**config.mk**
```make
export PLATFORM = sky130hd
export DESIGN_NAME = dice_face_bank
export DESIGN_NICKNAME = d
export VERILOG_FILES = /design/src/rtl/dice_pkg.sv /design/src/rtl/dice_face_cell.sv /design/src/rtl/dice_face_bank.sv
export SDC_FILE = /design/constraint.sdc
export NUM_CORES = 1
export LEC_CHECK = 0
export CAP_MARGIN = 20
export CORE_MARGIN = 1
export CORE_UTILIZATION = 42
export CTS_BUF_LIST = sky130_fd_sc_hd__clkbuf_4 sky130_fd_sc_hd__clkbuf_8
export CTS_CLUSTER_DIAMETER = 30
export DETAILED_ROUTE_END_ITERATION = 16
export GPL_TIMING_DRIVEN = 0
export PLACE_DENSITY = 0.73
export SETUP_SLACK_MARGIN = 0.5
export SLEW_MARGIN = 40
export SYNTH_ARGS = -nofsm -noshare
export SYNTH_HDL_FRONTEND = slang
export SYNTH_SLANG_ARGS = --single-unit
export TNS_END_PERCENT = 5
```
**constraint.sdc**
```tcl
create_clock -name clk_i -period 1.2 [get_ports clk_i]
set_input_delay 0.12 -clock clk_i [delete_from_list [all_inputs] [get_ports clk_i]]
set_output_delay 0.12 -clock clk_i [all_outputs]
set_load 0.05 [all_outputs]
```
**src/rtl/dice_pkg.sv**
```systemverilog
// Shared types and helpers for the dice face bank.
package dice_pkg;

  typedef enum logic [1:0] {IDLE, ROLL, SETTLE} dice_state_e;

  localparam int unsigned DICE_FACES_DEF = 6;
  localparam int unsigned DICE_N_DEF     = 2;

  // Wrap-to-1 increment; zero is never produced.
  function automatic logic [3:0] face_next(input logic [3:0] face, input logic [3:0] faces);
    return (face >= faces) ? 4'd1 : face + 4'd1;
  endfunction

endpackage

```
**src/rtl/dice_face_cell.sv**
```systemverilog
// One die: face register with clamped load, step on carry-in, carry-out on wrap or hold.
module dice_face_cell
  import dice_pkg::*;
#(
  parameter int unsigned FACES = DICE_FACES_DEF,
  parameter int unsigned FW    = 3
) (
  input  logic          clk_i,
  input  logic          rst_i,
  input  logic          load_i,
  input  logic [FW-1:0] load_face_i,
  input  logic          carry_i,
  input  logic          hold_i,
  output logic [FW-1:0] face_o,
  output logic          carry_o
);

  logic [FW-1:0] face_q, face_d;
  logic          wrap;

  always_comb begin
    wrap   = (face_q == FW'(FACES));
    face_d = face_q;
    if (load_i) begin
      if ((load_face_i == '0) || (load_face_i > FW'(FACES))) face_d = FW'(1);
      else                                                   face_d = load_face_i;
    end else if (carry_i && !hold_i) begin
      face_d = FW'(face_next(4'(face_q), 4'(FACES)));
    end
    // A held die forwards its carry-in as though it had wrapped.
    carry_o = carry_i && (hold_i || wrap);
  end

  always_ff @(posedge clk_i) begin
    if (rst_i) face_q <= FW'(1);
    else       face_q <= face_d;
  end

  assign face_o = face_q;

endmodule

```
**src/rtl/dice_face_bank.sv**
```systemverilog
// Bank of N_DICE odometer-chained dice with roll/settle FSM, registered sum and done pulse.
// Optional per-die lock mask enabled by defining DICE_LOCK_EN.
module dice_face_bank
  import dice_pkg::*;
#(
  parameter  int unsigned N_DICE = DICE_N_DEF,
  parameter  int unsigned FACES  = DICE_FACES_DEF,
  localparam int unsigned FW     = $clog2(FACES + 1),
  localparam int unsigned SW     = $clog2(N_DICE * FACES + 1)
) (
  input  logic               clk_i,
  input  logic               rst_i,
  input  logic               roll_i,
  input  logic               load_i,
  input  logic [FW-1:0]      load_face_i,
  input  logic [N_DICE-1:0]  lock_i,
  output logic [N_DICE*FW-1:0] face_o,
  output logic [SW-1:0]      sum_o,
  output logic               done_o,
  output logic               rolling_o
);

  dice_state_e   state_q, state_d;
  logic [SW-1:0] sum_q, sum_d;
  logic          done_q, done_d;
  logic          step_en;
  logic [N_DICE:0]   carry;
  logic [N_DICE-1:0] hold;
  logic [FW-1:0]     face_w [N_DICE];
  logic              unused_bits;

`ifdef DICE_LOCK_EN
  assign hold        = lock_i;
  assign unused_bits = carry[N_DICE];
`else
  assign hold        = '0;
  assign unused_bits = ^{carry[N_DICE], lock_i};
`endif

  always_comb begin
    state_d = state_q;
    done_d  = 1'b0;
    step_en = 1'b0;
    case (state_q)
      IDLE: if (roll_i) begin
        state_d = ROLL;
        step_en = 1'b1;
      end
      ROLL: begin
        if (roll_i) step_en = 1'b1;
        else        state_d = SETTLE;
      end
      SETTLE: begin
        state_d = IDLE;
        done_d  = 1'b1;
      end
      default: state_d = IDLE;
    endcase
    if (load_i) begin
      state_d = IDLE;
      done_d  = 1'b0;
      step_en = 1'b0;
    end
  end

  assign carry[0] = step_en;

  for (genvar k = 0; k < N_DICE; k++) begin : g_die
    dice_face_cell #(
      .FACES (FACES),
      .FW    (FW)
    ) u_cell (
      .clk_i       (clk_i),
      .rst_i       (rst_i),
      .load_i      (load_i),
      .load_face_i (load_face_i),
      .carry_i     (carry[k]),
      .hold_i      (hold[k]),
      .face_o      (face_w[k]),
      .carry_o     (carry[k+1])
    );
    assign face_o[k*FW +: FW] = face_w[k];
  end

  always_comb begin
    sum_d = '0;
    for (int unsigned k = 0; k < N_DICE; k++) sum_d = sum_d + SW'(face_w[k]);
  end

  always_ff @(posedge clk_i) begin
    if (rst_i) begin
      state_q <= IDLE;
      sum_q   <= SW'(N_DICE);
      done_q  <= 1'b0;
    end else begin
      state_q <= state_d;
      sum_q   <= sum_d;
      done_q  <= done_d;
    end
  end

  assign sum_o     = sum_q;
  assign done_o    = done_q;
  assign rolling_o = (state_q == ROLL);

endmodule

```
==> results.json <==
{
  "timing.final.crit_share_pct": 109,
  "rsz0062_at_grt": "yes",
  "path_clk_slew_ns": 0.08,
  "area.growth.synth_to_final_pct": 53.1,
  "rows": 14,
  "setup_viol": 4,
  "antenna_found_initial": 0,
  "power_leakage_uw": 0.000420,
  "syn-num-nets": 84,
  "fin_cells": 108,
  "reg2reg_slack_ns": -0.10,
  "r2r_end": "g_die[0].u_cell.face_o[2]$_SDFFE_PP0P_",
  "initialDrtViolationCount": 5,
  "start_kind": "flip-flop",
  "rr_worst_depth": 5,
  "ios": 21,
  "start_util_pct": 45.0,
  "wirelength_um": 1420,
  "viasPerCell": 5.47,
  "root_buffer": "clkbuf_4",
  "cp_max_fo": 5,
  "layout-drive-gt1-share_pct": 48.9,
  "crit_chain": "ha_2, nor3_2, mux2i_1, a211o_1, a21oi_2",
  "design.core.area_sq_um": 1490,
  "violations": "setup timing",
  "crit_path_max_incr_delay_ns": 0.38,
  "grt_pass1_vias": 563,
  "fin_ws_ns": -0.105,
  "timing.final.crit_period_ns": 1.30,
  "crit_type": "flip-flop to flip-flop",
  "hold_path.class": "primary input to flip-flop",
  "grt_pass1_wl_um": 2510,
  "nets": 109,
  "timing.critical_path.from": "g_die[0].u_cell.face_o[0]$_SDFFE_PP1P_",
  "grt_max_degree": 11,
  "clock_latency_ns": 0.27,
  "io_buffers": 18,
  "timing.rr.start": "g_die[0].u_cell.face_o[0]$_SDFFE_PP1P_",
  "peakVddDrop_mv": 0.682,
  "clockBufferDepth": 2,
  "worstMarginPinSlew_ns": 0.313,
  "cts_made_buffers": 3,
  "crit_slowest_cell": "dfxtp_4",
  "critPathCapture": "g_die[0].u_cell.face_o[2]$_SDFFE_PP0P_",
  "place_inst": 102,
  "final_hold_viol_count": 0,
  "ys_ff_latch": 13,
  "path_depth": 5,
  "synthCells": 68,
  "crit_family": "compound AO/OA/AOI/OAI gates",
  "cap_violations": 0,
  "die-area_sq_um": 1760,
  "hold_buffers": 0,
  "ctsHtreeMaxLevel": 1,
  "dr_total_vias": 591,
  "p_per_area_nw_per_um2": 1190,
  "drcViolationCount": 0,
  "dp_hpwl_um": 991,
  "cp-end-kind": "flip-flop",
  "overflow": 0,
  "grt_usage_pct": 19.2,
  "cp.required_ns": 1.41,
  "final.setup.tns_ns": -0.335,
  "drv_slew": 0,
  "clock_skew_ns": 0.00280,
  "synth_cell_types": 28,
  "yosysWarnings": 0,
  "gp_congestion": 0.825,
  "die_x_um": 41.9,
  "wl_per_cell_um": 13.2,
  "final_common_cell": "nor2_1",
  "diodes": 0,
  "cts_tree": "yes",
  "fmax_mhz": 766,
  "drtAntennaViolNets": 0,
  "ys_seq_area_share_pct": 38.9,
  "relSlewSlack_pct": 79.1,
  "critPathBufInv": 0,
  "clkSinkCount": 13,
  "firstDrtPassIters": 4,
  "seqCellArea_sq_um": 279,
  "syn_area_sq_um": 669,
  "avgSynthCellArea_sq_um": 9.84,
  "multiInputGateArea_sq_um": 464,
  "fillers": 117,
  "final_util_pct": 68.8,
  "crit_arrival_ns": 1.52,
  "die_y_um": 41.9,
  "status": "complete, but fails checks",
  "most-common-layout-cells": "nor2_1, buf_2, dfxtp_2"
}
==> where the power goes <==
group | internal, uW | total, uW | switching, uW
clock network | 151 | 293 | 142
registers | 468 | 512 | 43.9
logic | 185 | 418 | 233
total | 805 | 1220 | 418
==> synthesized netlist by cell type (all sizes together) <==
master | n | area [sq um]
fa | 1 | 20.0
a32oi | 1 | 8.76
a2bb2oi | 1 | 8.76
nor3 | 5 | 25.0
a21o | 1 | 7.51
nor3b | 2 | 20.0
o21a | 1 | 7.51
nor2b | 3 | 26.3
a211oi | 4 | 30.0
a211o | 3 | 26.3
dfxtp | 13 | 260
nand3 | 1 | 5.00
or2 | 1 | 6.26
inv | 2 | 7.51
o2111ai | 1 | 8.76
and2b | 1 | 8.76
xnor2 | 1 | 8.76
a31oi | 1 | 12.5
nor4b | 2 | 17.5
nand2 | 2 | 7.51
nor2 | 8 | 30.0
mux2i | 1 | 10.0
buf | 2 | 11.3
ha | 6 | 75.1
a21oi | 4 | 20.0
==> flip-flops by register name (all words and copies together), names as in the netlist <==
register,flops
done_o,1
g_die.u_cell.face_o,6
state_q,2
sum_o,4
==> repair_timing <==
action	4_1_cts	5_1_grt
setup endpoints to repair	25	25
pin swaps	5	3
buffers inserted	2	0
resized for setup	84	8
==> cells by family (layout without fill, tap and decap cells) <==
family,Yosys count,after routing,synth area share (%)
muxes,1,1,1.50
AOI/OAI and AO/OA,17,17,19.4
buffers and inverters,4,28,2.80
adders and majority gates,7,7,14.2
and+or+nand+nor,25,25,21.9
DFF,13,13,38.9
xor gates and xnor gates,1,1,1.31
==> worst min-delay path by stage <==
stage | depth (start not counted) | endpoint | startpoint
after floorplan | 1 | sum_o[0]$_SDFF_PP0_ | rst_i
after global placement | 1 | done_o$_SDFF_PP0_ | state_q[0]$_SDFFE_PP0P_
after detailed placement | 1 | done_o$_SDFF_PP0_ | state_q[0]$_SDFFE_PP0P_
after CTS | 2 | state_q[1]$_SDFFE_PP0P_ | roll_i
after global routing | 2 | state_q[1]$_SDFFE_PP0P_ | roll_i
final | 2 | state_q[1]$_SDFFE_PP0P_ | roll_i
==> stage by stage <==
stage                     cell area [sq um]  setup WS [ns]  hold slack (ns)  power, uW
after floorplan                         724         -0.156            0.192        776
after global placement                  925         -0.309            0.416        893
after detailed placement                925         -0.331            0.429        897
after CTS                              1010        -0.0851            0.419       1230
after global routing                   1020         -0.172            0.408       1300
final                                  1020         -0.105            0.418       1220
==> final cells by class <==
class                   count  area share, %
clock buffers               4           2.93
inverters                   2          0.977
well taps                  16           1.95
plain buffers               2           1.22
flip-flops and latches     13           27.2
multi-input cells          51           45.3
repair buffers             20           20.4
==> per-layer routing <==
layer / routed length (um) / track usage, % / vias to the layer above
met3: 54 / 3.91 / 4
met1: 665 / 24.2 / 271
met5: 0 / 0 / -
met2: 676 / 30.0 / 18
li1: - / - / 298
met4: 28 / 11.6 / 0
No activity file was read; power rests on OpenSTA's default activity.
